File: config.mk
export PLATFORM = sky130hd
export DESIGN_NAME = axi_addr_arbiter
export DESIGN_NICKNAME = d
export VERILOG_FILES = /design/src/rtl/axi_xbar_pkg.sv /design/src/rtl/rr_arbiter.sv /design/src/rtl/axi_addr_arbiter.sv
export SDC_FILE = /design/constraint.sdc
export NUM_CORES = 1
export LEC_CHECK = 0
export BUFFER_PORTS_ARGS = -buffer_cell sky130_fd_sc_hd__buf_2
export CAP_MARGIN = 20
export CORE_UTILIZATION = 48
export CTS_CLUSTER_DIAMETER = 80
export CTS_CLUSTER_SIZE = 8
export DETAILED_ROUTE_END_ITERATION = 8
export GPL_TIMING_DRIVEN = 0
export PLACE_DENSITY = 0.81
export SLEW_MARGIN = 40
export SYNTH_ARGS = -nofsm -noshare
export SYNTH_HDL_FRONTEND = slang
export SYNTH_SLANG_ARGS = --single-unit
File: constraint.sdc
create_clock -name AXI_CLK_i -period 1.65 [get_ports AXI_CLK_i]
set_input_delay 0.165 -clock AXI_CLK_i [delete_from_list [all_inputs] [get_ports AXI_CLK_i]]
set_output_delay 0.165 -clock AXI_CLK_i [all_outputs]
set_load 0.01 [all_outputs]
File: src/rtl/axi_xbar_pkg.sv
`default_nettype none
// +----------------------------------------------------------------------+
// | Module      : axi_xbar_pkg                                           |
// | Description : Shared AXI address-entry layout and arbiter types.     |
// | Revision    : 1.0 - initial release                                  |
// +----------------------------------------------------------------------+
package axi_xbar_pkg;

  localparam int AXI_ID_W         = 8;
  localparam int AXI_ADDR_W       = 32;
  localparam int AXI_LEN_W        = 4;
  localparam int AXI_SIZE_W       = 3;
  localparam int AXI_BURST_W      = 2;
  localparam int AXI_ADDR_ENTRY_W = 49;

  localparam int AXI_BURST_OFF = 0;
  localparam int AXI_SIZE_OFF  = AXI_BURST_OFF + AXI_BURST_W;
  localparam int AXI_LEN_OFF   = AXI_SIZE_OFF + AXI_SIZE_W;
  localparam int AXI_ADDR_OFF  = AXI_LEN_OFF + AXI_LEN_W;
  localparam int AXI_ID_OFF    = AXI_ADDR_OFF + AXI_ADDR_W;

  localparam int GNT_FIFO_DEPTH = 4;
  localparam int GNT_IDX_W      = 3;

  typedef struct packed {
    logic [AXI_ID_W-1:0]    id;
    logic [AXI_ADDR_W-1:0]  addr;
    logic [AXI_LEN_W-1:0]   len;
    logic [AXI_SIZE_W-1:0]  size;
    logic [AXI_BURST_W-1:0] burst;
  } axi_addr_entry_t;

  typedef enum logic [0:0] {
    ARB_IDLE = 1'b0,
    ARB_HOLD = 1'b1
  } arb_state_e;

  function automatic axi_addr_entry_t axi_unpack_entry(input logic [AXI_ADDR_ENTRY_W-1:0] raw);
    axi_addr_entry_t e;
    e.id    = raw[AXI_ID_OFF    +: AXI_ID_W];
    e.addr  = raw[AXI_ADDR_OFF  +: AXI_ADDR_W];
    e.len   = raw[AXI_LEN_OFF   +: AXI_LEN_W];
    e.size  = raw[AXI_SIZE_OFF  +: AXI_SIZE_W];
    e.burst = raw[AXI_BURST_OFF +: AXI_BURST_W];
    return e;
  endfunction

endpackage
`default_nettype wire

File: src/rtl/rr_arbiter.sv
`default_nettype none
// +----------------------------------------------------------------------+
// | Module      : rr_arbiter                                             |
// | Description : Combinational round-robin pick: first request at or    |
// |               above the pointer, wrapping, as one-hot and index.     |
// | Revision    : 1.0 - initial release                                  |
// +----------------------------------------------------------------------+
module rr_arbiter #(
  parameter int N     = 2,
  parameter int IDX_W = $clog2(N)
) (
  input  logic [N-1:0]     i_req,
  input  logic [IDX_W-1:0] i_ptr,
  output logic [N-1:0]     o_gnt,
  output logic [IDX_W-1:0] o_idx,
  output logic             o_valid
);

  always_comb begin
    o_gnt   = '0;
    o_idx   = '0;
    o_valid = 1'b0;
    for (int i = 0; i < N; i++) begin
      int k;
      k = int'(i_ptr) + i;
      if (k >= N) k = k - N;
      if (!o_valid && i_req[k]) begin
        o_valid  = 1'b1;
        o_gnt[k] = 1'b1;
        o_idx    = IDX_W'(k);
      end
    end
  end

endmodule
`default_nettype wire

File: src/rtl/axi_addr_arbiter.sv
`default_nettype none
// +----------------------------------------------------------------------+
// | Module      : axi_addr_arbiter                                       |
// | Description : Round-robin address-channel arbiter for one slave      |
// |               port with registered AXI address outputs.              |
// |               AXI_ARB_GNT_FIFO_EN adds a 4-entry grant-order FIFO.   |
// | Revision    : 1.0 - initial release                                  |
// +----------------------------------------------------------------------+
module axi_addr_arbiter
  import axi_xbar_pkg::*;
#(
  parameter int M_CNT = 2,
  parameter int S_IDX = 0
) (
  input  logic                          AXI_CLK_i,
  input  logic                          AXI_RST_i,
  input  logic [M_CNT-1:0]              REQ_VALID_i,
  input  logic [M_CNT*AXI_ADDR_ENTRY_W-1:0] REQ_DATA_i,
  output logic [M_CNT-1:0]              REQ_POP_o,
  output logic [AXI_ID_W-1:0]           S_ID_o,
  output logic [AXI_ADDR_W-1:0]         S_ADDR_o,
  output logic [AXI_LEN_W-1:0]          S_LEN_o,
  output logic [AXI_SIZE_W-1:0]         S_SIZE_o,
  output logic [AXI_BURST_W-1:0]        S_BURST_o,
  output logic                          S_VALID_o,
  input  logic                          S_READY_i,
  output logic [GNT_IDX_W-1:0]          GNT_IDX_o,
  output logic                          GNT_VALID_o,
  input  logic                          GNT_POP_i
);

  localparam int c_IDX_W = $clog2(M_CNT);
  // The valid vector arrives already decoded for this slave.
  localparam int c_unused_s_idx = S_IDX;

  arb_state_e        r_state;
  arb_state_e        w_state_next;
  axi_addr_entry_t   r_entry;
  axi_addr_entry_t   w_entries [M_CNT];
  logic [c_IDX_W-1:0] r_rr_ptr;
  logic [c_IDX_W-1:0] w_rr_ptr_next;
  logic [M_CNT-1:0]  w_gnt;
  logic [c_IDX_W-1:0] w_win_idx;
  logic              w_any_req;
  logic              w_slot_free;
  logic              w_fifo_block;
  logic              w_load;

  generate
    for (genvar m = 0; m < M_CNT; m++) begin : g_unpack
      assign w_entries[m] = axi_unpack_entry(REQ_DATA_i[m*AXI_ADDR_ENTRY_W +: AXI_ADDR_ENTRY_W]);
    end
  endgenerate

  rr_arbiter #(
    .N     (M_CNT),
    .IDX_W (c_IDX_W)
  ) u_rr_arbiter (
    .i_req   (REQ_VALID_i),
    .i_ptr   (r_rr_ptr),
    .o_gnt   (w_gnt),
    .o_idx   (w_win_idx),
    .o_valid (w_any_req)
  );

  // Output register may be refilled when empty or while being handed off.
  assign w_slot_free   = (r_state == ARB_IDLE) || S_READY_i;
  assign w_load        = w_slot_free && w_any_req && !w_fifo_block && !AXI_RST_i;
  assign REQ_POP_o     = w_load ? w_gnt : '0;
  assign w_rr_ptr_next = (w_win_idx == c_IDX_W'(M_CNT - 1)) ? '0 : w_win_idx + c_IDX_W'(1);

  always_comb begin
    w_state_next = r_state;
    case (r_state)
      ARB_IDLE: if (w_load) w_state_next = ARB_HOLD;
      ARB_HOLD: if (S_READY_i && !w_load) w_state_next = ARB_IDLE;
      default:  w_state_next = ARB_IDLE;
    endcase
  end

  always_ff @(posedge AXI_CLK_i or posedge AXI_RST_i) begin
    if (AXI_RST_i) begin
      r_state  <= ARB_IDLE;
      r_entry  <= '0;
      r_rr_ptr <= '0;
    end else begin
      r_state <= w_state_next;
      if (w_load) begin
        r_entry  <= w_entries[w_win_idx];
        r_rr_ptr <= w_rr_ptr_next;
      end
    end
  end

  assign S_VALID_o = (r_state == ARB_HOLD);
  assign S_ID_o    = r_entry.id;
  assign S_ADDR_o  = r_entry.addr;
  assign S_LEN_o   = r_entry.len;
  assign S_SIZE_o  = r_entry.size;
  assign S_BURST_o = r_entry.burst;

`ifdef AXI_ARB_GNT_FIFO_EN
  localparam int c_FPTR_W = $clog2(GNT_FIFO_DEPTH);

  logic [GNT_IDX_W-1:0] r_gnt_fifo [GNT_FIFO_DEPTH];
  logic [c_FPTR_W-1:0]  r_gnt_wr_ptr;
  logic [c_FPTR_W-1:0]  r_gnt_rd_ptr;
  logic [c_FPTR_W:0]    r_gnt_cnt;
  logic                 w_gnt_empty;
  logic                 w_gnt_push;
  logic                 w_gnt_pop;

  assign w_gnt_empty  = (r_gnt_cnt == '0);
  // A pop in the same cycle frees the slot the new grant needs.
  assign w_fifo_block = (r_gnt_cnt == (c_FPTR_W+1)'(GNT_FIFO_DEPTH)) && !GNT_POP_i;
  assign w_gnt_push   = w_load;
  assign w_gnt_pop    = GNT_POP_i && (!w_gnt_empty || w_gnt_push);

  always_ff @(posedge AXI_CLK_i) begin
    if (w_gnt_push) r_gnt_fifo[r_gnt_wr_ptr] <= GNT_IDX_W'(w_win_idx);
  end

  always_ff @(posedge AXI_CLK_i or posedge AXI_RST_i) begin
    if (AXI_RST_i) begin
      r_gnt_wr_ptr <= '0;
      r_gnt_rd_ptr <= '0;
      r_gnt_cnt    <= '0;
    end else begin
      if (w_gnt_push) r_gnt_wr_ptr <= r_gnt_wr_ptr + c_FPTR_W'(1);
      if (w_gnt_pop)  r_gnt_rd_ptr <= r_gnt_rd_ptr + c_FPTR_W'(1);
      if (w_gnt_push && !w_gnt_pop)      r_gnt_cnt <= r_gnt_cnt + (c_FPTR_W+1)'(1);
      else if (w_gnt_pop && !w_gnt_push) r_gnt_cnt <= r_gnt_cnt - (c_FPTR_W+1)'(1);
    end
  end

  assign GNT_VALID_o = !w_gnt_empty;
  assign GNT_IDX_o   = w_gnt_empty ? '0 : r_gnt_fifo[r_gnt_rd_ptr];
`else
  logic w_unused_gnt_pop;

  assign w_unused_gnt_pop = GNT_POP_i;
  assign w_fifo_block     = 1'b0;
  assign GNT_VALID_o      = 1'b0;
  assign GNT_IDX_o        = '0;
`endif

endmodule
`default_nettype wire

Yosys cells after proc, flatten, opt, wreduce, memory -nomap -nowiden

Index checks and enable logic that the tools add are counted.
W data, S select, Z words.

Reductions and logical operators: 10
Bitwise logic cells: 3
Muxes and demuxes: 26
Add/subtract/negate cells: 4
Order comparisons: 7

Operators with widths:

| kind                    | count |
|---|---|
| $mux W49                | 3 |
| $ge A32 B1 Y1 const B   | 2 |
| $lt A32 B3 Y1 const B   | 2 |
| $mux W32                | 2 |
| $ge A32 B3 Y1 const B   | 1 |
| $sub A32 B3 Y32 const B | 1 |
| $mux W1                 | 15 |
| $logic_and A1 B1 Y1     | 6 |
| $mux W2                 | 3 |
| $logic_not A1 Y1        | 3 |
| $sub A1 B2 Y3 const B   | 1 |
| $add A1 B1 Y2 const B   | 1 |
| $demux W1 S1            | 2 |
| $ge A1 B2 Y1 const B    | 1 |
| $ge A2 B2 Y1 const B    | 1 |
| $not A1 Y2              | 1 |
| $or A2 B2 Y2            | 1 |
| $pmux W1 S2             | 1 |
| $add A1 B1 Y1 const B   | 1 |
| $logic_or A1 B1 Y1      | 1 |
| $not A1 Y1              | 1 |

Output and inout port bits: 56
Logic and storage cells: 57
Flip-flop bits (word level): 51
Input port bits: 104

Logic depth before layout (Yosys ltp)

Gate-level depths: netlist (run 1).

Depth in word-level cells: 15
Depth in mapped cells: 7
Gate-level depth less buffers: 3

By module

From an unflattened synthesis (run 1), not the netlist that was laid out.

Cell total of the unflattened synthesis: 180
Area total of the unflattened synthesis: 3002.9 um^2

By module, submodules not included:

| module           | seq. area each (um^2) | instances | cells an instance | area an instance (um^2) |
|---|---|---|---|---|
| axi_addr_arbiter | 1276.2                | 1         | 175               | 2970.3 |
| rr_arbiter       | 0.0                   | 1         | 5                 | 32.5 |

Worst setup path after synthesis (run 1)

Ideal clock, no wire load.

Path kind: register -> register
From: reg r_state, in the netlist S_VALID_o
To: reg r_entry, in the netlist S_ADDR_o[23]
Setup slack: 278 ps
Required time: 1516 ps
Setup time: 134 ps
Stages on the path, launching flop included: 7
Clock period less this slack: 1372 ps
Path buffers: 3
Data arrival time: 1238 ps
Path through: dfrtp_1 -> nand2b_1 -> clkbuf_1 -> and2_4 -> buf_6 -> buf_12 -> a31oi_4

Cells in the longest elaborated chain, start to end: 4

RTL lines:

| item                              | RTL line               | RTL |
|---|---|---|
| start: declaration                | axi_addr_arbiter.sv:36 | `arb_state_e r_state;` |
| start signal: assignment          | axi_addr_arbiter.sv:87 | `r_state <= w_state_next;` |
| $not A1 Y1                        | axi_addr_arbiter.sv:67 | `assign w_slot_free = (r_state == ARB_IDLE) \|\| S_READY_i;` |
| $logic_or A1 B1 Y1                | axi_addr_arbiter.sv:67 |  |
| $logic_and A1 B1 Y1 (2 in series) | axi_addr_arbiter.sv:68 | `assign w_load = w_slot_free && w_any_req && !w_fifo_block && !AXI_RST_i;` |
| end signal: assignment            | axi_addr_arbiter.sv:89 | `r_entry <= w_entries[w_win_idx];` |
| end: declaration                  | axi_addr_arbiter.sv:38 | `axi_addr_entry_t r_entry;` |

Every way passes these cells.
A chain may end at the register's enable or synchronous reset.

Worst setup path after layout (run 1)

From: reg r_rr_ptr
To: out REQ_POP_o[0]

Cells in the longest elaborated chain, start to end: 12
Elaborated cells on any way between the ends: 33
Classes of those cells: add/sub (3); order compare (6); mux (17); bitwise (1); reduce/logical (6)

RTL lines:

| item                                                                     | RTL line               | RTL |
|---|---|---|
| start: declaration                                                       | axi_addr_arbiter.sv:40 | `logic [c_IDX_W-1:0] r_rr_ptr;` |
| start signal: assignment                                                 | axi_addr_arbiter.sv:90 | `r_rr_ptr <= w_rr_ptr_next;` |
| parallel branches: the longest is 11 deep, another holds $sub A32 B3 Y32 | -                      |  |
| $mux W2 (*)                                                              | axi_addr_arbiter.sv:69 | `assign REQ_POP_o = w_load ? w_gnt : '0;` |
| end: declaration                                                         | axi_addr_arbiter.sv:19 | `output logic [M_CNT-1:0] REQ_POP_o,` |

Every way passes the cells marked *. The select of a mux whose other input is x is not followed.

==> results.md, run 1 <==
* Vias per inst at 5.394
* Max_cap viols at 0
* Clock share of power at 19.1%
* Peak supply drop at 0.3587 mV
* Cell Pwr Density at 892.4 nW/um2
* Distinct cells, synth at 21
* Worst reg2reg path depth at 5
* Overflow after GRT at 0
* Sequential power share at 39.3%
* Main combinational cell family by area after synthesis: compound AO/OA/AOI/OAI gates
* Routed len/inst at around 16 um
* Filler Cells Inserted at 585
* Die Y at ~88 um
* Maximum clock insertion buffer count at 2
* Cell Chain, Critical Path: nor2b_2 > buf_6 > buf_8 > nor2_2 > nor2_1 > buf_2
* Mux cell area share after synthesis at 0%
* Max stage delay on crit path at roughly 0.4 ns
* Sw frac at 35.46%
* Buffers on Ports at approximately 150
* XOR/XNOR Fraction of Synth Area at 0%
* Post-route minimum period at 1.623 ns
* Synth Area in Compound Gates at 44.09%
* Pleak at approximately 1.8 nW
* Initial DRC count at 74
* Area of the die at slightly below 8000 um2
* Synth Area in Adders at 0%
* Post-place instance area at about 4500 um2
* First drt pass iteration count at 4
* GPL Wtd Cong at 0.8196
* Hold Violations, Final at 0
* Outcome: finished clean
* Number of cells on the critical path at 6
* Antenna-violating nets left at 0
* Setup TNS at 0 ns
* Crit Path Max Fanout at 10
* Synthesis-to-finish area growth at 30.44%
* Core Area at 6982 um2
* CP max-delay cell: dfrtp_1
* H-Tree Depth at 2
* Crit share post-route at 98.39%
* Register bit total from synthesis at 51
* Clock transition at path regs at 0.09 ns
* Hold Crit Class: in -> reg
* Sw power at roughly 0.0015 W
* CTS tree: yes
* Layout Nets at roughly 580
* CP Class: reg -> out
* Gate Count Post-Synth at 305
* Top Ports at 160
* Pin count of the biggest net entering global routing at 28
* Layout cell share with drive strength beyond 1 at 50.85%
* Vias in the first global route at 3124
* Hold depth at 3
* Yosys warnings at 0
* DRC Markers at 0
* Design Area, Final at 4627 um2
* Average size of a mapped cell at 11.63 um2
* Antenna Cells at 0
* Via count at approximately 3100
* Clock skew at 0.01091 ns
* Cell Area, Synth at between 3000 and 4000 um2
* Initial antenna violation count at 0
* Routed WL at around 9300 um
* Final Util at 66.27%
* CP Capture Type: primary output
* Startpoint types: flip-flop
* Seq/Total Area, Yosys at about 36%
* Worst path arrival time at about 1.5 ns
* Slew Limit Fails at 0
* RSZ-0062 raised after global routing: yes
* Sink Count at 51
* FMAX at about 620 MHz
* Commonest non-fill, non-tap cell in the layout: buf_2
* First-pass GRT wire length at around 15000 um
* Internal power at 0.002665 W
* Clk_lat worst skew at 0.30 ns
* Starting Density at 50.81%
* Post-Synth Simple-Gate Area at 11.53%
* Most frequent cells in the layout: buf_2 (154), dfrtp_1 (51), a21oi_1 (50)
* Critical path's top delay family: buffers and inverters
* Required @ worst endpoint at roughly 1.5 ns
* DIE WIDTH at about 88 um
* Root Buffer: clkbuf_8
* GRT Total Usage at 24.56%
* HPWL Detailed at 6977 um
* Setup-failing EPs final at 0
* Combinational share of power at 41.6%
* Buf/Inv on CP at 3
* Total CTS buffers at 5
* Rows at 30
[path summary, 6_finish.rpt]
check                          startpoint  slack (ns)            to
min in group asynchronous       AXI_RST_i        0.43     S_ID_o[7]
setup reg to reg                 r_rr_ptr        0.06   S_ADDR_o[0]
hold / removal             REQ_DATA_i[76]        0.19  S_ADDR_o[18]
hold reg to reg              S_ADDR_o[12]        0.56  S_ADDR_o[12]
setup / recovery                 r_rr_ptr        0.03  REQ_POP_o[0]
max in group asynchronous       AXI_RST_i        0.75   S_ADDR_o[4]
[stage by stage]
step | total power [W] | cells | setup slack [ns] | hold WS [ns]
floorplan | 0.002793 | 308 | 0.2555 | 0.4024
global placement | 0.003283 | 557 | -0.4060 | 0.5099
detailed placement | 0.003345 | 558 | -0.008667 | 0.1754
CTS | 0.004130 | 566 | -0.02578 | 0.1889
global route | 0.004360 | 568 | -0.06043 | 0.1851
finish | 0.004129 | 568 | 0.02659 | 0.1903
[synthesized netlist by cell type]
master     n  area (um2)
a21oi_1   50       250.2
a21oi_4    1       16.27
a31oi_4   49        1042
and2_4     1       8.760
buf_12     5       100.1
buf_2      2       10.01
buf_4      4       30.03
buf_6      3       33.78
clkbuf_1  30       112.6
conb_1     1       3.750
dfrtp_1   51        1276
inv_1      1       3.750
inv_2      1       3.750
nand2_1    2       7.510
nand2b_1   1       6.260
nand3b_1  49       367.9
nor2_1     2       7.510
nor2b_1    1       6.260
nor3_1     1       5.000
o21ai_0   49       245.2
o21ba_1    1       10.01
[flip-flops by register name, indices dropped and copies added, names as in the netlist]
name,count
S_LEN_o,4
S_VALID_o,1
S_ADDR_o,32
S_SIZE_o,3
r_rr_ptr,1
S_ID_o,8
S_BURST_o,2
[power groups by stage]
stage | registers, W | logic (W) | clock network (W)
floorplan | 0.00176 | 0.00104 | 0
global placement | 0.00163 | 0.00165 | 0
detailed placement | 0.00164 | 0.00170 | 0
CTS | 0.00162 | 0.00171 | 0.000798
global route | 0.00165 | 0.00186 | 0.000843
finish | 0.00162 | 0.00172 | 0.000787
[cells by family after synthesis]
| logic type | count (synthesis) |
|---|---|
| compound gates | 150 |
| buf+inv | 46 |
| flops | 51 |
| other cells | 1 |
| simple gates | 57 |
[per-layer routing]
layer  part of all wire (%)  wire, um  global-route usage [%]  up-vias
met5                      0         0                       0        -
met2                     53      4890                   46.02      102
li1                       -         -                       -     1463
met3                    4.3       401                   3.205       11
met4                    1.3       119                   7.899        0
met1                     42      3892                   28.78     1488
[worst register-to-register path, stage by stage (launching register included)]
cell             delay (ns)
dfrtp_1                0.40
nor2b_2                0.16
clkdlybuf4s15_2        0.29
clkbuf_1               0.31
nand3b_1               0.22
a31oi_4                0.10
[area by class of cell]
class	instances	area [um2]	area share, %
clock buffer	8	100.1	2.163
multi-input combinational	211	1996	43.13
buffer	43	310.3	6.706
timing repair buffer	157	814.5	17.60
tap	96	120.1	2.596
inverter	2	10.01	0.2163
sequential	51	1276	27.58
[what timing repair did]
item                                    in CTS  in global routing
cloned                                       0                  1
pin swaps                                    0                  1
resized for setup                            5                 15
setup buffers                                0                  1
endpoints found under the hold margin       24                  0
endpoints found under the setup margin       6                 12
hold buffers                                 1                  0
Note: power is estimated with default switching activity, not from simulation.
==> inputs of run 2 (changes only) <==
CORE_UTILIZATION = 52   (was 48)
PLACE_DENSITY = 0.87   (was 0.81)
clock period = 1.9 ns   (was 1.65 ns; I/O delays follow)
==> run 2 against run 1 <==
Compared with the run above: the flow now finishes with violations (DRC); clock power is 1% higher; critical path depth is 1 higher; sequential cell count stayed put; worst setup slack better by 0.056 ns; design area is 1.2% lower; count of clock-buffer cells in the layout is 2 lower; sequential power is 12% lower.
==> results.md, run 2 (synthesis gave the netlist of run 1 again) <==
* HPWL Detailed at 6978 um (about the same)
* Initial DRC count at 127 (+72%)
* Startpoint types: input pin
* Setup-failing EPs final at 0 (unchanged)
* First drt pass iteration count at 7 (+3)
* RSZ-0062 raised after global routing: no
* Hold Violations, Final at 0 (unchanged)
* CP Capture Type: primary output
* First-pass GRT wire length at 15390 um (+4.1%)
* Cell Pwr Density at 806.1 nW/um2 (-9.7%)
* Most frequent cells in the layout: buf_2 (154), dfrtp_1 (51), a21oi_1 (50)
* Buffers on Ports at 153 (unchanged)
* Commonest non-fill, non-tap cell in the layout: buf_2
* Maximum clock insertion buffer count at 2 (unchanged)
* Max reg flops at 32 (unchanged)
* Top Ports at 160 (unchanged)
* Clock transition at path regs at 0.10 ns (about the same)
* Total CTS buffers at 5 (unchanged)
* Root Buffer: clkbuf_8
* Post-route minimum period at 1.817 ns
* Vias per inst at 5.574 (+3.3%)
* Clk_lat worst skew at 0.30 ns (about the same)
* Post-place instance area at 4443 um2 (-0.53%)
* Antenna Cells at 0 (unchanged)
* Antenna-violating nets left at 0 (unchanged)
* Clock skew at 0.003724 ns (-0.007187 ns)
* Crit Path Max Fanout at 7 (-3)
* DIE WIDTH at 84.59 um (-3.8%)
* Initial antenna violation count at 0 (unchanged)
* Post-Layout Cell Count at 547 (-3.7%)
* Slew Limit Fails at 0 (unchanged)
* Crit share post-route at 95.65%
* Outcome: finished with violations
* Worst path arrival time at 1.63 ns (+0.17 ns)
* WHS at 0.2183 ns (+0.02799 ns)
* Area of the die at 7155 um2 (-7.5%)
* CP Class: in -> out
* Synthesis-to-finish area growth at 28.82%
* Layout cell share with drive strength beyond 1 at 48.72% (-2.1 points)
* Slew Limit Headroom at 66.26%
* Via count at 3049 (-0.49%)
* Max_cap viols at 0 (unchanged)
* Required @ worst endpoint at 1.71 ns (+0.23 ns)
* GPL Wtd Cong at 0.7918 (-3.4%)
* Setup TNS at 0 ns (unchanged)
* GRT Total Usage at 26.91% (+2.4 points)
* Pin count of the biggest net entering global routing at 31 (+11%)
* Peak supply drop at 0.3900 mV (+8.7%)
* Overflow after GRT at 0 (unchanged)
* Pleak at 1.785 nW (-1.6%)
* Layout Nets at 573 (-0.35%)
* Design Area, Final at 4569 um2 (-1.2%)
* CTS tree: yes
* Die Y at 84.59 um (-3.8%)
* Vias in the first global route at 3152 (+0.90%)
* Hold Crit Class: in -> reg
* Routed WL at 9134 um (-1.8%)
* FMAX at 550.3 MHz
* Rows at 29 (-3.3%)
* Worst-margin pin slew at a little over 0.5 ns
* Failing checks: DRC
* Starting Density at 54.92% (+4.1 points)
* Sink Count at 51 (unchanged)
* Placed cells at 539 (-3.4%)
* DRC Markers at 9 (+9)
* H-Tree Depth at 2 (unchanged)
* Core Area at 6459 um2 (-7.5%)
* Routed len/inst at 16.70 um (+1.9%)
run 2: changes by cell type in the layout (fill, tap and decap cells not counted), sizes merged:
cell | previous run | this run
clkinv | 0 | 1
clkdlybuf4s15 | 1 | 0
bufinv | 0 | 1
buf | 171 | 167
clkbuf | 35 | 36
run 2: final timing paths:
kind	startpoint	endpoint	slack (ns)	cells past startpoint
min reg2reg	S_ID_o[0]	S_ID_o[0]	0.57	2
max	AXI_RST_i	REQ_POP_o[1]	0.08	7
max in group asynchronous	AXI_RST_i	S_ADDR_o[12]	1.04	4
max reg2reg	S_VALID_o	S_ADDR_o[13]	0.20	5
min in group asynchronous	AXI_RST_i	S_ADDR_o[19]	0.41	3
min	REQ_DATA_i[93]	S_ID_o[3]	0.22	3
run 2: critical path, cell delays in order:
cell and delay [ns]:
dlygate4sd3_1 0.53, buf_2 0.15, o21ba_1 0.23, buf_6 0.12, nand2_1 0.09, nor3_1 0.15, buf_2 0.17
run 2: report_power, final:
| group | switching (W) | total [W] | internal, W |
|---|---|---|---|
| Combinational | 0.000798 | 0.00146 | 0.000665 |
| Clock | 0.000368 | 0.000795 | 0.000427 |
| Sequential | 0.000129 | 0.00143 | 0.00130 |
| Total | 0.00129 | 0.00368 | 0.00239 |
run 2: per-stage QoR:
stage	setup WS [ns]	total power (W)	util [%]
finish	0.08270	0.003683	70.75
global route	0.004654	0.003872	70.75
CTS	0.05103	0.003697	70.71
detailed placement	0.2312	0.002913	68.79
global placement	-0.1771	0.002849	68.44
floorplan	0.4805	0.002426	-
run 2: metal layers:
| layer | routed length [um] | GRT usage, % | vias to the layer above | part of all wire, % |
|---|---|---|---|---|
| li1 | - | - | 1457 | - |
| met2 | 4678 | 47.15 | 129 | 51 |
| met1 | 3753 | 34.69 | 1453 | 41 |
| met3 | 597 | 4.326 | 10 | 6.5 |
| met4 | 105 | 6.934 | 0 | 1.1 |
| met5 | 0 | 0 | - | 0 |
run 2: what timing repair did:
action	CTS	global route
setup endpoints to repair	1	2
pin swaps	0	1
hold endpoints to repair	21	0
resized for setup	0	1
buffers inserted	0	0
hold buffers	1	0
run 2: area by class of cell:
type	count	area, um2
clock buffer	6	82.58
fill	501	1889
inverter	2	10.01
sequential	51	1276
buffer	43	285.3
clock inverter	2	35.03
tap	77	96.34
multi-input combinational	211	1988
timing repair buffer	155	795.8
==> inputs of run 3 (changes only) <==
SETUP_SLACK_MARGIN = 0.4   (was not set)
==> run 3 against run 2 <==
Compared with the run above: the run now ends clean; via count up 2.1%; register-to-register slack better by 0.28 ns; first-iteration DRC count down 7.1%; design area up 2.3%; power up 1.6%; final cell count up 1.3%; critical path type is now reg -> out.
==> results.md, run 3 (synthesis gave the netlist of run 1 again) <==
* Outcome: finished clean
* Peak supply drop at 0.3911 mV (+0.28%)
* Pin count of the biggest net entering global routing at 31 (unchanged)
* DIE WIDTH at 84.59 um (unchanged)
* Setup-failing EPs final at 0 (unchanged)
* Root Buffer: clkbuf_8
* Vias per inst at 5.621 (+0.84%)
* PnR worst setup slack at 0.3494 ns (+0.2667 ns)
* Antenna-violating nets left at 0 (unchanged)
* Starting Density at 54.92% (unchanged)
* Routed wl met3 at 570 um (-4.5%)
* Layout Nets at 580 (+1.2%)
* Worst path arrival time at 1.36 ns (-0.27 ns)
* R2r endpoint: S_LEN_o[3]
* Sink Count at 51 (unchanged)
* Post-route minimum period at 1.551 ns (-0.2667 ns)
* Routed len/inst at 16.50 um (-1.2%)
* Worst reg2reg path depth at 6 (+1)
* Max_cap viols at 0 (unchanged)
* Vias in the first global route at 3209 (+1.8%)
* Antenna Cells at 0 (unchanged)
* H-Tree Depth at 2 (unchanged)
* Required @ worst endpoint at 1.71 ns (about the same)
* Crit path launch: S_VALID_o
* HPWL Detailed at 6978 um (unchanged)
* Slew Limit Fails at 0 (unchanged)
* Overflow after GRT at 0 (unchanged)
* CTS tree: yes
* Most frequent cells in the layout: buf_2 (155), dfrtp_1 (51), a21oi_1 (50), nand3b_1 (49), a31oi_4 (49)
* RSZ-0062 raised after global routing: yes
* Total CTS buffers at 5 (unchanged)
* Commonest non-fill, non-tap cell in the layout: buf_2
* Cell Pwr Density at 800.8 nW/um2 (-0.65%)
* DRC Markers at 0 (-9)
* Place WS at 0.2312 ns (unchanged)
* Initial DRC count at 118 (-7.1%)
* Clock skew at 0.004080 ns (+0.0003559 ns)
* Startpoint types: flip-flop
* Hold path start: REQ_DATA_i[93]
* Hold Crit Class: in -> reg
* Buffers on Ports at 153 (unchanged)
* Core Area at 6459 um2 (unchanged)
* Synthesis-to-finish area growth at 31.78%
* Clock transition at path regs at 0.10 ns (about the same)
* Via count at 3114 (+2.1%)
* Rows at 29 (unchanged)
* Setup TNS at 0 ns (unchanged)
* Clk_lat worst skew at 0.30 ns (about the same)
* Met1 wire length at 3763 um (+0.27%)
* Top layer in use: met4
* First drt pass iteration count at 6 (-1)
* R2r startpoint: r_rr_ptr
* Max reg flops at 32 (unchanged)
* Filler Cells Inserted at 478 (-4.6%)
* CP Capture Type: primary output
* Top Ports at 160 (unchanged)
* Metal2 WL at 4678 um (unchanged)
* Hold depth at 3 (unchanged)
* Crit share post-route at 81.61% (-14 points)
* FF-to-FF setup slack at 0.48 ns (+0.28 ns)
* Crit Path Max Fanout at 8 (+1)
* Layout cell share with drive strength beyond 1 at 52.83% (+4.1 points)
* Maximum clock insertion buffer count at 2 (unchanged)
* First-pass GRT wire length at 15500 um (+0.71%)
* Routed WL at 9140 um (about the same)
* GRT Total Usage at 27.06% (+0.15 points)
* Hold Path End: S_ID_o[3]
* Die Y at 84.59 um (unchanged)
* GPL Wtd Cong at 0.7918 (unchanged)
* Pleak at 1.877 nW (+5.2%)
* CP Class: reg -> out
* Hold Violations, Final at 0 (unchanged)
* Initial antenna violation count at 0 (unchanged)
* Area of the die at 7155 um2 (unchanged)
* FMAX at 644.9 MHz (+17%)
==> run 3: repair_timing <==
action,in CTS,in global routing
hold buffers,1,0
resized for setup,20,60
pin swaps,3,2
setup endpoints to repair,52,50
buffers inserted,5,1
endpoints found under the hold margin,21,0
==> run 3: per-layer routing <==
layer | global-route usage, % | up-vias
met3 | 4.523 | 12
met1 | 34.76 | 1486
met5 | 0 | -
met4 | 7.242 | 0
li1 | - | 1477
met2 | 47.30 | 139
==> run 3: per-stage QoR <==
stage	util [%]	area (um2)	hold slack, ns	std cells	total power (W)
finish	72.38	4674	0.2191	554	0.003743
detailed placement	68.79	4443	0.1908	539	0.002913
global route	72.38	4674	0.2087	554	0.003936
CTS	71.97	4648	0.2135	553	0.003734
floorplan	-	3558	0.4274	308	0.002426
global placement	68.44	4420	0.5345	538	0.002849
==> run 3: layout make-up <==
class                           count  area (um2)  share of cell area (%)
Tap cell                           77       96.34                   2.061
Clock buffer                        6       82.58                   1.767
Sequential cell                    51        1276                   27.30
Multi-Input combinational cell    211        1996                   42.69
Timing Repair Buffer              161       840.8                   17.99
Clock inverter                      2       35.03                  0.7495
Buffer                             44       337.8                   7.227
Inverter                            2       10.01                  0.2141
==> run 3: where the power goes <==
part	internal (W)	total (W)	switching, W
clock network	0.000427	0.000794	0.000367
registers	0.00130	0.00142	0.000128
logic	0.000710	0.00153	0.000815
total	0.00243	0.00374	0.00131
==> run 3: worst max-delay path, cell delays in order, from the launching register on <==
cell,delay [ns]
dfrtp_1,0.41
nand2b_1,0.10
clkbuf_8,0.16
nand2_1,0.09
nor3_1,0.13
buf_2,0.16
==> run 3: worst max path at each step <==
stage                    to  slack (ns)  cells past startpoint
6_report       REQ_POP_o[1]        0.35                      5
4_1_cts        REQ_POP_o[0]        0.33                      6
2_1_floorplan   S_ADDR_o[0]        0.48                      1
3_5_place_dp   S_ADDR_o[13]        0.23                      5
5_1_grt        REQ_POP_o[0]        0.27                      6
3_3_place_gp    S_ADDR_o[1]       -0.18                      2
